===== src/rtl/rv32i_pkg.sv =====
// Shared RV32I decode types: opcodes, ALU operations, immediate formats and
// the ID/EX pipeline bundle.
package rv32i_pkg;

    localparam logic [6:0] OPC_OP     = 7'b0110011;
    localparam logic [6:0] OPC_OP_IMM = 7'b0010011;
    localparam logic [6:0] OPC_LOAD   = 7'b0000011;
    localparam logic [6:0] OPC_STORE  = 7'b0100011;
    localparam logic [6:0] OPC_BRANCH = 7'b1100011;
    localparam logic [6:0] OPC_JAL    = 7'b1101111;
    localparam logic [6:0] OPC_JALR   = 7'b1100111;
    localparam logic [6:0] OPC_LUI    = 7'b0110111;
    localparam logic [6:0] OPC_AUIPC  = 7'b0010111;

    typedef enum logic [3:0] {
        ALU_ADD, ALU_SUB, ALU_SLL, ALU_SLT, ALU_SLTU, ALU_XOR,
        ALU_SRL, ALU_SRA, ALU_OR, ALU_AND, ALU_PASSB
    } alu_op_e;

    typedef enum logic [2:0] {
        IMM_I, IMM_S, IMM_B, IMM_U, IMM_J, IMM_R
    } imm_type_e;

    typedef struct packed {
        logic        valid;
        logic [31:0] pc;
        logic [31:0] rs1_val;
        logic [31:0] rs2_val;
        logic [31:0] imm;
        logic [4:0]  rs1;
        logic [4:0]  rs2;
        logic [4:0]  rd;
        logic [2:0]  funct3;
        alu_op_e     alu_op;
        logic        alu_src_imm;
        logic        alu_src_pc;
        logic        reg_we;
        logic        mem_rd;
        logic        mem_wr;
        logic [2:0]  mem_size;
        logic        branch;
        logic        jal;
        logic        jalr;
    } id_ex_t;

    // alt is funct7[5]; SUB exists only for register-register OP.
    function automatic alu_op_e alu_decode(input logic [2:0] funct3,
                                           input logic       alt,
                                           input logic       is_op);
        alu_op_e op;
        case (funct3)
            3'b000:  op = (is_op && alt) ? ALU_SUB : ALU_ADD;
            3'b001:  op = ALU_SLL;
            3'b010:  op = ALU_SLT;
            3'b011:  op = ALU_SLTU;
            3'b100:  op = ALU_XOR;
            3'b101:  op = alt ? ALU_SRA : ALU_SRL;
            3'b110:  op = ALU_OR;
            default: op = ALU_AND;
        endcase
        return op;
    endfunction

endpackage


===== src/rtl/imm_gen.sv =====
// Immediate generator: sign-extends the I/S/B/U/J immediate of an RV32I
// instruction; R-type yields zero.
module imm_gen
    import rv32i_pkg::*;
(
    input  logic [31:0] instr,
    input  imm_type_e   imm_type,
    output logic [31:0] imm
);

    logic unused_opcode;
    assign unused_opcode = ^instr[6:0];

    always_comb begin
        imm = '0;
        case (imm_type)
            IMM_I:   imm = {{20{instr[31]}}, instr[31:20]};
            IMM_S:   imm = {{20{instr[31]}}, instr[31:25], instr[11:7]};
            IMM_B:   imm = {{19{instr[31]}}, instr[31], instr[7], instr[30:25], instr[11:8], 1'b0};
            IMM_U:   imm = {instr[31:12], 12'b0};
            IMM_J:   imm = {{11{instr[31]}}, instr[31], instr[19:12], instr[20], instr[30:21], 1'b0};
            default: imm = '0;
        endcase
    end

endmodule


===== src/rtl/id_stage.sv =====
// RV32I decode stage with writeback bypass, load-use detection and the ID/EX
// register. Optional illegal-instruction flag: define ILLEGAL_TRAP_EN.
module id_stage
    import rv32i_pkg::*;
#(
    parameter int          XLEN     = 32,
    parameter logic [31:0] RESET_PC = 32'h0000_0000
)(
    input  logic            clk,
    input  logic            Reset,
    input  logic            if_valid,
    input  logic [31:0]     if_instr,
    input  logic [31:0]     if_pc,
    output logic [4:0]      rs1_addr,
    output logic [4:0]      rs2_addr,
    input  logic [XLEN-1:0] rs1_data,
    input  logic [XLEN-1:0] rs2_data,
    input  logic            wb_we,
    input  logic [4:0]      wb_rd,
    input  logic [XLEN-1:0] wb_data,
    input  logic            ex_stall,
    input  logic            flush,
    output logic            stall_o,
    output id_ex_t          id_ex
`ifdef ILLEGAL_TRAP_EN
    ,
    output logic            illegal_o
`endif
);

    logic [6:0]  opcode;
    logic [2:0]  funct3;
    logic [6:0]  funct7;
    logic [4:0]  rd_field;
    logic [31:0] rs1_val, rs2_val, imm;

    imm_type_e imm_type;
    alu_op_e   alu_op;
    logic      uses_rs1, uses_rs2, illegal;
    logic      reg_we, alu_src_imm, alu_src_pc, mem_rd, mem_wr, branch, jal, jalr;
    logic      load_use;

    id_ex_t dec, id_ex_d, id_ex_q;

    assign opcode   = if_instr[6:0];
    assign rd_field = if_instr[11:7];
    assign funct3   = if_instr[14:12];
    assign funct7   = if_instr[31:25];
    assign rs1_addr = if_instr[19:15];
    assign rs2_addr = if_instr[24:20];

    imm_gen u_imm_gen (
        .instr    (if_instr),
        .imm_type (imm_type),
        .imm      (imm)
    );

    // Same-cycle writeback wins over the register file; x0 always reads zero.
    always_comb begin
        rs1_val = rs1_data;
        rs2_val = rs2_data;
        if (rs1_addr == 5'd0)
            rs1_val = '0;
        else if (wb_we && wb_rd == rs1_addr)
            rs1_val = wb_data;
        if (rs2_addr == 5'd0)
            rs2_val = '0;
        else if (wb_we && wb_rd == rs2_addr)
            rs2_val = wb_data;
    end

    always_comb begin
        imm_type    = IMM_R;
        alu_op      = ALU_ADD;
        uses_rs1    = 1'b1;
        uses_rs2    = 1'b0;
        illegal     = 1'b0;
        reg_we      = 1'b0;
        alu_src_imm = 1'b0;
        alu_src_pc  = 1'b0;
        mem_rd      = 1'b0;
        mem_wr      = 1'b0;
        branch      = 1'b0;
        jal         = 1'b0;
        jalr        = 1'b0;
        case (opcode)
            OPC_OP: begin
                uses_rs2 = 1'b1;
                reg_we   = 1'b1;
                alu_op   = alu_decode(funct3, funct7[5], 1'b1);
                illegal  = !(funct7 == 7'b0000000 ||
                             (funct7 == 7'b0100000 && (funct3 == 3'b000 || funct3 == 3'b101)));
            end
            OPC_OP_IMM: begin
                imm_type    = IMM_I;
                reg_we      = 1'b1;
                alu_src_imm = 1'b1;
                alu_op      = alu_decode(funct3, funct7[5], 1'b0);
                illegal     = (funct3 == 3'b001 && funct7 != 7'b0000000) ||
                              (funct3 == 3'b101 && funct7 != 7'b0000000 && funct7 != 7'b0100000);
            end
            OPC_LOAD: begin
                imm_type    = IMM_I;
                reg_we      = 1'b1;
                alu_src_imm = 1'b1;
                mem_rd      = 1'b1;
            end
            OPC_STORE: begin
                imm_type    = IMM_S;
                uses_rs2    = 1'b1;
                alu_src_imm = 1'b1;
                mem_wr      = 1'b1;
            end
            OPC_BRANCH: begin
                imm_type = IMM_B;
                uses_rs2 = 1'b1;
                alu_op   = ALU_SUB;
                branch   = 1'b1;
            end
            OPC_JAL: begin
                imm_type    = IMM_J;
                uses_rs1    = 1'b0;
                reg_we      = 1'b1;
                alu_src_imm = 1'b1;
                alu_src_pc  = 1'b1;
                jal         = 1'b1;
            end
            OPC_JALR: begin
                imm_type    = IMM_I;
                reg_we      = 1'b1;
                alu_src_imm = 1'b1;
                jalr        = 1'b1;
            end
            OPC_LUI: begin
                imm_type    = IMM_U;
                uses_rs1    = 1'b0;
                reg_we      = 1'b1;
                alu_src_imm = 1'b1;
                alu_op      = ALU_PASSB;
            end
            OPC_AUIPC: begin
                imm_type    = IMM_U;
                uses_rs1    = 1'b0;
                reg_we      = 1'b1;
                alu_src_imm = 1'b1;
                alu_src_pc  = 1'b1;
            end
            default: illegal = 1'b1;
        endcase
        // Illegal encodings travel down the pipe as NOPs.
        if (illegal) begin
            alu_op      = ALU_ADD;
            reg_we      = 1'b0;
            alu_src_imm = 1'b0;
            alu_src_pc  = 1'b0;
            mem_rd      = 1'b0;
            mem_wr      = 1'b0;
            branch      = 1'b0;
            jal         = 1'b0;
            jalr        = 1'b0;
        end
    end

    always_comb begin
        dec             = '0;
        dec.valid       = if_valid;
        dec.pc          = if_pc;
        dec.rs1_val     = rs1_val;
        dec.rs2_val     = rs2_val;
        dec.imm         = imm;
        dec.rs1         = rs1_addr;
        dec.rs2         = rs2_addr;
        dec.rd          = reg_we ? rd_field : 5'd0;
        dec.funct3      = funct3;
        dec.alu_op      = alu_op;
        dec.alu_src_imm = alu_src_imm;
        dec.alu_src_pc  = alu_src_pc;
        dec.reg_we      = reg_we;
        dec.mem_rd      = mem_rd;
        dec.mem_wr      = mem_wr;
        dec.mem_size    = (mem_rd || mem_wr) ? funct3 : 3'd0;
        dec.branch      = branch;
        dec.jal         = jal;
        dec.jalr        = jalr;
    end

    assign load_use = if_valid && id_ex_q.valid && id_ex_q.mem_rd && id_ex_q.rd != 5'd0 &&
                      ((id_ex_q.rd == rs1_addr && uses_rs1) ||
                       (id_ex_q.rd == rs2_addr && uses_rs2));

    // Handshake: id_ex.valid marks a live instruction for EX; stall_o=1 means
    // IF must hold PC and IF/ID because this stage did not consume if_instr.
    assign stall_o = !Reset && !flush && (ex_stall || load_use);

    always_comb begin
        id_ex_d = id_ex_q;
        if (flush) begin
            id_ex_d.valid = 1'b0;
        end else if (ex_stall) begin
            id_ex_d = id_ex_q;
        end else if (load_use) begin
            id_ex_d.valid = 1'b0;
        end else begin
            id_ex_d = dec;
        end
    end

    always_ff @(posedge clk or posedge Reset) begin
        if (Reset) begin
            id_ex_q    <= '0;
            id_ex_q.pc <= RESET_PC;
        end else begin
            id_ex_q <= id_ex_d;
        end
    end

    assign id_ex = id_ex_q;

`ifdef ILLEGAL_TRAP_EN
    logic illegal_d, illegal_q;

    always_comb begin
        illegal_d = illegal_q;
        if (flush || (!ex_stall && load_use))
            illegal_d = 1'b0;
        else if (!ex_stall)
            illegal_d = illegal && if_valid;
    end

    always_ff @(posedge clk or posedge Reset) begin
        if (Reset)
            illegal_q <= 1'b0;
        else
            illegal_q <= illegal_d;
    end

    assign illegal_o = illegal_q;
`endif

endmodule


===== config.mk =====
export PLATFORM = sky130hd
export DESIGN_NAME = id_stage
export DESIGN_NICKNAME = d
export VERILOG_FILES = /design/src/rtl/rv32i_pkg.sv /design/src/rtl/imm_gen.sv /design/src/rtl/id_stage.sv
export SDC_FILE = /design/constraint.sdc
export NUM_CORES = 1
export LEC_CHECK = 0
export ABC_AREA = 1
export ABC_CLOCK_PERIOD_IN_PS = 11900
export BUFFER_PORTS_ARGS = -buffer_cell sky130_fd_sc_hd__clkbuf_2
export CELL_PAD_IN_SITES_DETAIL_PLACEMENT = 2
export CELL_PAD_IN_SITES_GLOBAL_PLACEMENT = 2
export CORE_ASPECT_RATIO = 0.5
export CORE_MARGIN = 2
export CORE_UTILIZATION = 30
export CTS_CLUSTER_SIZE = 20
export DETAILED_ROUTE_END_ITERATION = 10
export GPL_TIMING_DRIVEN = 0
export PLACE_DENSITY = 0.87
export SLEW_MARGIN = 5
export SYNTH_ARGS = -nofsm -noshare
export SYNTH_HDL_FRONTEND = slang
export SYNTH_SLANG_ARGS = --single-unit

===== constraint.sdc =====
create_clock -name clk -period 11.9 [get_ports clk]
set_input_delay 0.595 -clock clk [delete_from_list [all_inputs] [get_ports clk]]
set_output_delay 0.595 -clock clk [all_outputs]
set_load 0.1 [all_outputs]

* Word level (Yosys, flattened, before mapping)
Index checks and enable logic that the tools add are counted.
Cells by class: $add $sub $neg 0, multipliers 0, divide/modulo/power cells 0, magnitude comparators 0, equality and inequality tests 26, shift operators 0, muxes and demuxes 37, bitwise gates (word level) 3, reductions and logical operators 39
Operators with widths (count):
- 162-bit 2-to-1 mux | 1
- 161-bit 2-to-1 mux | 1
- 32-bit case mux with 5 select lines | 1
- 32-bit 2-to-1 mux | 4
- 4-bit case mux with 7 select lines | 2
- 7-bit by 6-bit == test with 1-bit output (second input constant) | 4
- 1-bit 2-to-1 mux | 22
- 7-bit == test (second input constant) | 3
- 7-bit OR reduction | 3
- 5-bit == test | 4
- 4-bit case mux with 4 select lines | 1
- 3-bit case mux with 5 select lines | 1
- 7-bit by 5-bit == test with 1-bit output (second input constant) | 2
- 1-bit logical AND | 14
- 3-bit by 2-bit == test with 1-bit output (second input constant) | 4
- 3-bit == test (second input constant) | 4
- 5-bit zero test | 2
- 3-bit OR reduction | 3
- 7-bit by 2-bit == test with 1-bit output (second input constant) | 1
- 7-bit zero test | 1
- 7-bit by 6-bit inequality test with 1-bit output (second input constant) | 1
- 7-bit nonzero test | 1
- 3-bit by 1-bit == test with 1-bit output (second input constant) | 2
- 3-bit zero test | 2
- other kinds (11) | 21
Word-level totals: bits in registers 162, latch bits 0, memory bits (writable) 0, memory bits (read-only) 0, logic and storage cells 124, memories 0

* Logic depth before layout (Yosys ltp)
Gate-level depths: netlist of the first run.
word-level depth 12, mapped depth 14, mapped depth without buffers 12

* Cells and area by module
Synthesis of the first run repeated with hierarchy kept, for this count alone.
Unflattened totals: cells, all modules 1098, area, all modules 8555.7 um^2
Modules (own cells, without submodules):
- id_stage | times used 1, cells each 996, area an instance 8064.0 um^2
- imm_gen | times used 1, cells each 102, area an instance 491.7 um^2

* Worst setup path before layout of the first run
Ideal clock, no wire load.
kind input port to output port, start input port Reset, end output port stall_o, arrival time 5680 ps, data required time 11305 ps, path slack 5625 ps, stages 3, path through inv_1 > nand2_1 > a21oi_1
On the way: word-level cells in the longest chain between the ends 3
RTL lines:
- start, declared | line id_stage.sv:10 | input logic Reset,
- 1-bit zero test (no line)
- 1-bit logical AND (2 in series) | line id_stage.sv:193 | assign stall_o = !Reset && !flush && (ex_stall || load_use);
- end, declared | line id_stage.sv:23 | output logic stall_o,
No other way between the ends.

* Final worst setup path of the first run
start input port if_instr[3], end output port stall_o
On the way: word-level cells in the longest chain between the ends 8, elaborated cells on any way between the ends 16, those cells by class 6 x eq/ne; 2 x mux; 8 x reduce/logical
RTL lines:
- start, declared | line id_stage.sv:12 | input logic [31:0] if_instr,
- 7-bit == test (tied with other cells) | line id_stage.sv:86 | case (opcode)
- 3-bit OR reduction (no line)
- 1-bit 2-to-1 mux | line id_stage.sv:86
- 1-bit logical AND (on tied branches) | line id_stage.sv:188, id_stage.sv:189
- 1-bit logical OR (*) | line id_stage.sv:188 | ((id_ex_q.rd == rs1_addr && uses_rs1) ||
- 1-bit logical AND (*) | line id_stage.sv:187 | assign load_use = if_valid && id_ex_q.valid && id_ex_q.mem_rd && id_ex_q.rd != 5'd0 &&
- 1-bit logical OR (*) | line id_stage.sv:193
- 1-bit logical AND (*) | line id_stage.sv:193
Mark *: on every way between the ends. The rest lies on a longest branch, timed or not.

==> out/results.ini, run 1 <==
[placement]
place_congestion = 0.882
placed_area_um2 = 11400
io_buffer_count = 341
hpwl_um = 32200

[cts]
cts_hold_buffers = 0
cts_tree = built
clk_pin_slew_ns = 0.07
root_buffer = clkbuf_16
clock_sinks = 162
clockBufferDepth = 2
post-cts-setup-buffers = 0
clk_latency_ns = 0.46
ctsHtreeMaxLevel = 4
ctsResizeCount = 0
cts_buffers = 17

[die]
coreArea_um2 = 30200
start_util = 0.304
fp.dieW_um = 251
rows = 45
die_h_um = 128
die-area_um2 = 32000
ios = 344

[yosys]
synthTopCellsByArea = dfrtp_1, nand2_1, o21ai_2
synth_top_cell_by_area = dfrtp_1
synth_nets = 1321
syn_area_um2 = 9160
syn_inst = 1150
ys_seq_elements = 162
synth_top_area_share = 0.442
synth_cell_types = 28
ys_seq_area_frac = 0.442
ys_warn_count = 0
syn_area_per_cell_um2 = 7.97

[timing]
finalSetupTns_ns = 0
post-route-period-util = 0.270
finalSetupViolations = 0
max_freq_mhz = 311
worst_clock_skew_ns = 0.00893
fin_crit_ns = 3.21
tightestPinTransition_ns = 0.641
maxSlewHeadroom = 0.572
timing.hold.ws_ns = 0.189
rsz0062_at_grt = no
hold_viol_final = 0
drv_slew = 0

[global_routing]
antenna_found_initial = 3
grt_pass1_vias = 10600
use_met2 = 0.488
grt.overflow.total = 0
grt_usage = 0.258
grt_max_degree = 100
busiest_layer = met2
use_met1 = 0.295
grt_first_pass_wirelength_um = 63100
grt_util_met3 = 0.0308

[pwr]
vdd_drop_max_v = 0.000122
powerDensity_nw_per_um2 = 161
leakagePower_uw = 0.00677

[worst_setup_path]
crit_type = in2out
endpoint_kind = output port
critPathLaunchType = primary input
cp.required_ns = 11.31
cp.arrival_ns = 2.62
cp_max_fo = 10

[run]
cap_violations = 0

[routing]
postRouteWirelength_um = 41400
drt_pass1_iterations = 5
drcViolationCount = 0
vias = 9515
viasPerCell = 4.94
drtIter0Drc = 428
avgRoutedWirePerCell_um = 21.5
antenna_left = 0

[worst_hold_path]
hp-class = in2async

[layout]
regArea_um2 = 4050
multiInputGateArea_um2 = 4000
fin_area_um2 = 12000
fill_cells = 3535
layout-drive-gt1-share = 0.372
syn_to_final_growth_pct = 31.2
largest_reg_flops = 162
final_net_count = 1682

[status]
status = complete, no violations

==> cell type report <==
| class | count | area share |
|---|---|---|
| multi-input combinational | 769 | 0.333 |
| clock inverter | 12 | 0.0151 |
| buffer | 79 | 0.0486 |
| sequential | 162 | 0.337 |
| clock buffer | 19 | 0.0360 |
| antenna | 3 | 0.000624 |
| timing repair buffer | 342 | 0.144 |
| inverter | 140 | 0.0443 |
| tap | 399 | 0.0415 |
==> metrics by stage <==
step	setup WS, ns	util	cells	total power (µW)
after floorplan	5.62	-	1150	1180
after global routing	8.55	0.399	1925	2010
after detailed placement	8.72	0.378	1891	1350
after CTS	8.70	0.398	1922	1960
after global placement	4.85	0.377	1890	1330
final	8.69	0.399	1925	1940
==> kinds of logic after synthesis <==
| logic type | after synthesis | share of synthesized area |
|---|---|---|
| simple gates | 535 | 0.241 |
| xor+xnor | 7 | 0.00669 |
| compound gates | 227 | 0.189 |
| flops | 162 | 0.442 |
| buf+inv | 219 | 0.121 |
==> worst max-delay path: stages <==
cell and delay [ns]:
clkbuf_2 0.10, inv_1 0.07, nand2_1 0.08, nor2_4 0.20
nand2_1 0.19, nand2_1 0.15, nand3_1 0.09, nand2_1 0.11
nand2_4 0.14, buf_2 0.22, a21oi_1 0.17, clkbuf_2 0.50
==> cells in the final DEF, fill, tap and decap left out, types with 5 or more instances in the layout <==
cell and count:
nand2_1 354, clkbuf_2 341, dfrtp_1 162, inv_1 133, o21ai_2 130, nor2_1 96
nand4_1 36, o211ai_1 34, a21oi_1 34, buf_6 32, clkbuf_1 31, nand3_1 28
o21ai_0 22, clkbuf_16 17, buf_4 10, nor3_1 9, buf_2 8, nand2_2 5
==> synthesized netlist by cell type, drive strengths merged <==
cell	instances
xnor2	3
nand4	36
o211ai	34
a22oi	2
clkinv	2
nand2	361
nand3	29
inv	138
o21ai	152
a32oi	4
buf	50
nor2	99
clkbuf	29
a21oi	34
nor3b	1
nor3	9
xor2	4
o31ai	1
dfrtp	162
==> worst paths after layout <==
check                                  startpoint                endpoint  slack [ns]  depth (start not counted)
setup / recovery                      if_instr[3]                 stall_o        8.69                         12
hold / removal                              Reset  id_ex[148]$_DFFE_PP0P_        0.19                          2
setup reg to reg            id_ex[22]$_DFFE_PP0P_   id_ex[21]$_DFFE_PP0P_        9.81                         13
hold reg to reg            id_ex[120]$_DFFE_PP0P_  id_ex[120]$_DFFE_PP0P_        0.48                          2
max in group asynchronous                   Reset  id_ex[103]$_DFFE_PP0P_       10.80                          3
min in group clk                        if_pc[31]  id_ex[160]$_DFFE_PP0P_        0.36                          3
==> report_power, final <==
part           switching, µW  internal [µW]
Sequential              34.4            603
Clock                    248            351
Combinational            586            119
Total                    869           1070
==> per-layer routing <==
metal,vias up,wire [µm]
met5,-,0
met4,0,1450
met3,84,1010
met2,187,22400
met1,4854,16500
li1,4390,-
Note: power is estimated with default switching activity, not from simulation.
==> run 2, diff against run 1 <==
--- a/config.mk
+++ b/config.mk
@@ -6,17 +6,17 @@
 export NUM_CORES = 1
 export LEC_CHECK = 0
 export ABC_AREA = 1
-export ABC_CLOCK_PERIOD_IN_PS = 11900
+export ABC_CLOCK_PERIOD_IN_PS = 2800
 export BUFFER_PORTS_ARGS = -buffer_cell sky130_fd_sc_hd__clkbuf_2
 export CELL_PAD_IN_SITES_DETAIL_PLACEMENT = 2
 export CELL_PAD_IN_SITES_GLOBAL_PLACEMENT = 2
 export CORE_ASPECT_RATIO = 0.5
 export CORE_MARGIN = 2
-export CORE_UTILIZATION = 30
+export CORE_UTILIZATION = 25
 export CTS_CLUSTER_SIZE = 20
 export DETAILED_ROUTE_END_ITERATION = 10
 export GPL_TIMING_DRIVEN = 0
-export PLACE_DENSITY = 0.87
+export PLACE_DENSITY = 0.78
 export SLEW_MARGIN = 5
 export SYNTH_ARGS = -nofsm -noshare
 export SYNTH_HDL_FRONTEND = slang
==> constraint.sdc (replaced) <==
create_clock -name clk -period 2.8 [get_ports clk]
set_input_delay 0.14 -clock clk [delete_from_list [all_inputs] [get_ports clk]]
set_output_delay 0.14 -clock clk [all_outputs]
set_load 0.1 [all_outputs]
==> run 2 against run 1 <==
Net effect: cell area is 4.5% higher; clock power grew to 4.0 times the previous value; worst hold slack got worse by 0.13 ns; setup slack lost 8.5 ns; via count up 2.4%; power rose to 4.2 times the previous value; die area grew 20%; critical endpoint unchanged; largest power group unchanged.
==> out/results.ini, run 2 (synthesis results as in run 1) <==
[worst_setup_path]
cp_max_fo = 10
cp.arrival_ns = 2.48
critPathLaunchType = register
cp.required_ns = 2.66
crit_type = reg2out
endpoint_kind = output port

[global_routing]
grt_usage = 0.228
grt_first_pass_wirelength_um = 67000
antenna_found_initial = 3
grt_pass1_vias = 11000
grt.overflow.total = 0
grt_max_degree = 38

[layout]
syn_to_final_growth_pct = 37.1
regArea_um2 = 4050
multiInputGateArea_um2 = 4000
largest_reg_flops = 162
layout_commonest_cell = nand2_1
fill_cells = 4133
final_cell_mix = nand2_1, clkbuf_2, dfrtp_1
layout-drive-gt1-share = 0.365
fin_cells = 2052
fin_area_um2 = 12600
final_net_count = 1726

[placement]
place_congestion = 0.885
hpwl_um = 33100
io_buffer_count = 341
placed_area_um2 = 11600
dp_slack_ns = 0.393
dpl.cell_count = 1979

[timing]
timing.hold.ws_ns = 0.0567
worst_clock_skew_ns = 0.0119
maxSlewHeadroom = 0.594
rsz0062_at_grt = no
drv_slew = 0
post-route-period-util = 0.934
fin_crit_ns = 2.62
tightestPinTransition_ns = 0.612
hold_viol_final = 0
setup_ws_ns = 0.184
finalSetupTns_ns = 0
max_freq_mhz = 382
finalSetupViolations = 0

[die]
ios = 344
start_util = 0.255
die_h_um = 139
die-area_um2 = 38300
fp.dieW_um = 275
coreArea_um2 = 36000
rows = 49

[routing]
vias = 9748
antenna_left = 0
drtIter0Drc = 427
drt_pass1_iterations = 4
viasPerCell = 4.75
postRouteWirelength_um = 43300
drcViolationCount = 0
avgRoutedWirePerCell_um = 21.1

[run]
cap_violations = 0

[pwr]
leakagePower_uw = 0.00694
powerDensity_nw_per_um2 = 652
vdd_drop_max_v = 0.000308
switchingPower_uw = 3700
power_frac_clock = 0.294
combinationalPowerShare = 0.374
p_seq_frac = 0.331
internal_power_uw = 4500
switching_share = 0.451

[cts]
ctsHtreeMaxLevel = 4
clockBufferDepth = 2
cts_tree = built
post-cts-setup-buffers = 0
cts_buffers = 17
root_buffer = clkbuf_16
clk_latency_ns = 0.44
clock_sinks = 162
clk_pin_slew_ns = 0.07

[status]
status = complete, no violations

[worst_hold_path]
hp-class = in2reg

-- run 2: cell types whose count changed in the layout (fill, tap and decap cells not counted), moves of 2 or more --
| cell | change |
|---|---|
| clkinv_4 | -2 |
| inv_6 | -2 |
| clkinvlp_4 | +3 |
| dlygate4sd3_1 | +40 |
| clkinv_2 | +2 |
| buf_12 | +5 |
-- run 2: through the flow --
step	util	total power, µW
2_1_floorplan	-	5030
3_3_place_gp	0.319	5670
3_5_place_dp	0.321	5760
4_1_cts	0.349	8240
5_1_grt	0.349	8500
6_report	0.349	8190
-- run 2: layout make-up --
cell class / count / area share
Antenna cell: 3 / 0.000598
Buffer: 79 / 0.0465
Clock buffer: 18 / 0.0342
Clock inverter: 11 / 0.0113
Inverter: 140 / 0.0421
Multi-Input combinational cell: 769 / 0.319
Sequential cell: 162 / 0.323
Tap cell: 484 / 0.0482
Timing Repair Buffer: 386 / 0.176
-- run 2: per-layer routing --
layer / GRT usage / wire length (µm)
met5: 0 / 0
met4: 0.116 / 1980
met3: 0.0200 / 930
met2: 0.427 / 23500
met1: 0.258 / 16900
-- run 2: repair_timing --
action	CTS	global route
resized for setup	0	1
hold endpoints to repair	67	0
endpoints found under the setup margin	0	1
hold buffers	41	0
-- run 2: worst max-delay path: stages (launching register included) --
cell	delay (ns)
dfrtp_1	0.45
inv_1	0.12
nand2_1	0.07
nand2_1	0.07
nand3_1	0.08
nor2_1	0.11
nand2_1	0.07
nand2_1	0.14
nand2_4	0.13
buf_2	0.22
a21oi_2	0.13
buf_2	0.44
-- run 2: worst paths after layout --
kind / start / end / slack (ns) / depth (start not counted)
max in group asynchronous: Reset / id_ex[106]$_DFFE_PP0P_ / 1.91 / 5
max: id_ex[22]$_DFFE_PP0P_ / stall_o / 0.18 / 11
min reg2reg: id_ex[9]$_DFFE_PP0P_ / id_ex[9]$_DFFE_PP0P_ / 0.48 / 2
max reg2reg: id_ex[22]$_DFFE_PP0P_ / id_ex[161]$_DFFE_PP0P_ / 0.28 / 13
min: if_instr[13] / id_ex[4]$_DFFE_PP0P_ / 0.06 / 3
min in group asynchronous: Reset / id_ex[143]$_DFFE_PP0P_ / 0.41 / 4
-- run 2: power by group through the flow --
stage	combinational, µW	clock [µW]	sequential, µW
final	3070	2410	2720
after global routing	3200	2560	2740
after CTS	3070	2460	2710
after detailed placement	3010	0	2750
after global placement	2940	0	2730
after floorplan	669	0	4370
==> run 3, diff against run 2 <==
--- a/config.mk
+++ b/config.mk
@@ -5,18 +5,17 @@
 export SDC_FILE = /design/constraint.sdc
 export NUM_CORES = 1
 export LEC_CHECK = 0
-export ABC_AREA = 1
 export ABC_CLOCK_PERIOD_IN_PS = 2800
 export BUFFER_PORTS_ARGS = -buffer_cell sky130_fd_sc_hd__clkbuf_2
 export CELL_PAD_IN_SITES_DETAIL_PLACEMENT = 2
 export CELL_PAD_IN_SITES_GLOBAL_PLACEMENT = 2
 export CORE_ASPECT_RATIO = 0.5
 export CORE_MARGIN = 2
-export CORE_UTILIZATION = 25
+export CORE_UTILIZATION = 26
 export CTS_CLUSTER_SIZE = 20
 export DETAILED_ROUTE_END_ITERATION = 10
 export GPL_TIMING_DRIVEN = 0
-export PLACE_DENSITY = 0.78
+export PLACE_DENSITY = 0.76
 export SLEW_MARGIN = 5
 export SYNTH_ARGS = -nofsm -noshare
 export SYNTH_HDL_FRONTEND = slang
==> run 3 against run 2 <==
Net effect: cell area is 5.7% lower; synthesized area is 9.4% lower; sequential power is 2% higher; final cell count is 21% lower; clock power is 5% higher; fmax is 4.5% lower; flip-flop and latch count stayed put; wire length is 14% lower; critical path depth is 4 lower; register-to-register slack worse by 0.19 ns; synthesized cell count is 33% lower; via count is 18% lower; largest power group unchanged; highest routed layer unchanged.
==> out/results.ini, run 3 <==
[worst_setup_path]
cp.required_ns = 2.66
cp_max_fo = 5
crit_slowest_cell = or4_4
reg2reg_to = id_ex[153]$_DFFE_PP0P_
cp_cell_sequence = or4_4 -> o2111ai_4 -> buf_4 -> nor4_4 -> nor3_2 -> nor3_4 -> clkbuf_4
cp.arrival_ns = 2.60
reg2reg_setup_slack_ns = 0.09
crit_type = reg2out
r2r_cells = 8
endpoint_kind = output port
r2r-start = id_ex[19]$_DFFE_PP0P_
slowest_delay_ns = 0.57
critPathLaunchType = register

[timing]
hold_viol_final = 0
worst_clock_skew_ns = 0.0119
fin_crit_ns = 2.74
tightestPinTransition_ns = 0.900
rsz0062_at_grt = yes
max_freq_mhz = 365
drv_slew = 0
maxSlewHeadroom = 0.397
post-route-period-util = 0.978
finalSetupViolations = 0
setup_ws_ns = 0.0615

[layout]
final_net_count = 1352
fin_area_um2 = 11800
antenna_cells = 0
syn_to_final_growth_pct = 42.8
largest_reg_flops = 162
layout_commonest_cell = clkbuf_2
final_cell_mix = clkbuf_2, dfrtp_1, mux2_1
layout-drive-gt1-share = 0.403

[die]
coreArea_um2 = 31500
fp.dieW_um = 257
rows = 46
ios = 344
die_h_um = 130
die-area_um2 = 33400
start_util = 0.263

[yosys]
synth_cell_types = 44
synth_top_cell_by_area = dfrtp_1
ys.flop_type = dfrtp_1
ys_seq_elements = 162
ys_warn_count = 0
synth_common_cells = dfrtp_1, mux2_1, a21oi_1
ys_seq_area_frac = 0.489
syn_area_per_cell_um2 = 10.7
syn_area_um2 = 8300
synth-async-reset-ratio = 1.00
synth_edf_count = 0
synth_nets = 944
syn_inst = 773
synth_top_area_share = 0.489
synthMostInstantiatedCell = dfrtp_1
synthTopCellsByArea = dfrtp_1, mux2_1, mux2_2

[global_routing]
busiest_layer = met2
grt_util_met3 = 0.0369
grt_usage = 0.219
grt_pass1_vias = 8880
use_met2 = 0.418
grt_first_pass_wirelength_um = 55400
use_met1 = 0.246
grt.overflow.total = 0
antenna_found_initial = 0
grt_max_degree = 40

[routing]
postRouteWirelength_um = 37300
antenna_left = 0
drtIter0Drc = 331
drcViolationCount = 0
avgRoutedWirePerCell_um = 22.9
vias = 8006
viasPerCell = 4.92
drt_pass1_iterations = 4

[pwr]
powerDensity_nw_per_um2 = 735
vdd_drop_max_v = 0.000415
total_power_uw = 8700
leakagePower_uw = 0.00557

[cts]
root_buffer = clkbuf_16
clockBufferDepth = 2
ctsHtreeMaxLevel = 4
clk_latency_ns = 0.45
cts_buffers = 17
clk_pin_slew_ns = 0.07
cts_tree = built
clock_sinks = 162

[run]
cap_violations = 0

[placement]
place_congestion = 0.872
placed_area_um2 = 10700
hpwl_um = 27400
io_buffer_count = 342
dp_slack_ns = -0.866

[worst_hold_path]
hp-start = if_instr[18]
min_path_cells = 2
min_to = id_ex[31]$_DFFE_PP0P_
hp-class = in2reg

[status]
status = complete, no violations

run 3: power breakdown:
| part | internal [µW] | leakage, µW | switching [µW] |
|---|---|---|---|
| clock network | 1370 | 0.000290 | 1140 |
| logic | 633 | 0.00327 | 2770 |
| registers | 2610 | 0.00201 | 168 |
| total | 4620 | 0.00557 | 4080 |
run 3: cell type report:
class | instances | area [µm²]
timing repair buffer | 389 | 2220
multi-input combinational | 508 | 3840
clock inverter | 13 | 165
tap | 432 | 541
buffer | 73 | 457
inverter | 30 | 116
sequential | 162 | 4060
fill | 3492 | 19700
clock buffer | 19 | 443
run 3: kinds of logic (layout without fill, tap and decap cells):
family | after synthesis | after routing | share of synthesized area
AOI/OAI and AO/OA | 179 | 179 | 0.123
DFF | 162 | 162 | 0.489
buffers and inverters | 103 | 524 | 0.0564
xor gates and xnor gates | 19 | 19 | 0.0201
and+or+nand+nor | 147 | 147 | 0.0947
muxes | 163 | 163 | 0.218
run 3: worst max path at each step:
| stage | startpoint | to | cells after the start |
|---|---|---|---|
| 4_1_cts | id_ex[19]$_DFFE_PP0P_ | id_ex[30]$_DFFE_PP0P_ | 8 |
| 2_1_floorplan | id_ex[19]$_DFFE_PP0P_ | id_ex[128]$_DFFE_PP0P_ | 7 |
| 6_report | id_ex[19]$_DFFE_PP0P_ | stall_o | 7 |
| 3_5_place_dp | id_ex[19]$_DFFE_PP0P_ | id_ex[132]$_DFFE_PP0P_ | 7 |
| 5_1_grt | id_ex[19]$_DFFE_PP0P_ | stall_o | 7 |
| 3_3_place_gp | Reset | id_ex[19]$_DFFE_PP0P_ | 2 |
run 3: critical path, delay by kind of cell, from the launching register on:
kind	cells	cell delay [ns]
AND/OR/NAND/NOR	4	0.99
buffers and inverters	2	0.46
AO/OA/AOI/OAI	1	0.25
flip-flops	1	0.46
run 3: routing by layer:
metal / up-vias / routed length (µm)
met5: - / 0
li1: 3574 / -
met2: 175 / 20400
met1: 4182 / 14700
met3: 75 / 909
met4: 0 / 1280
run 3: metrics by stage:
| step | util | setup TNS, ns | std cells | hold slack (ns) |
|---|---|---|---|---|
| floorplan | - | 0 | 773 | 0.275 |
| global placement | 0.335 | -189.62 | 1547 | 0.359 |
| detailed placement | 0.338 | -111.07 | 1551 | 0.329 |
| CTS | 0.372 | 0 | 1625 | 0.0422 |
| global route | 0.376 | -0.00709 | 1626 | 0.0658 |
| finish | 0.376 | 0 | 1626 | 0.0645 |
run 3: timing repair:
| item | 4_1_cts | 5_1_grt |
|---|---|---|
| hold buffers | 39 | 0 |
| setup endpoints to repair | 162 | 149 |
| gates resized for setup | 16 | 25 |
| endpoints found under the hold margin | 64 | 0 |
| gates cloned | 0 | 0 |
| pin swaps | 1 | 1 |
| setup buffers | 3 | 1 |
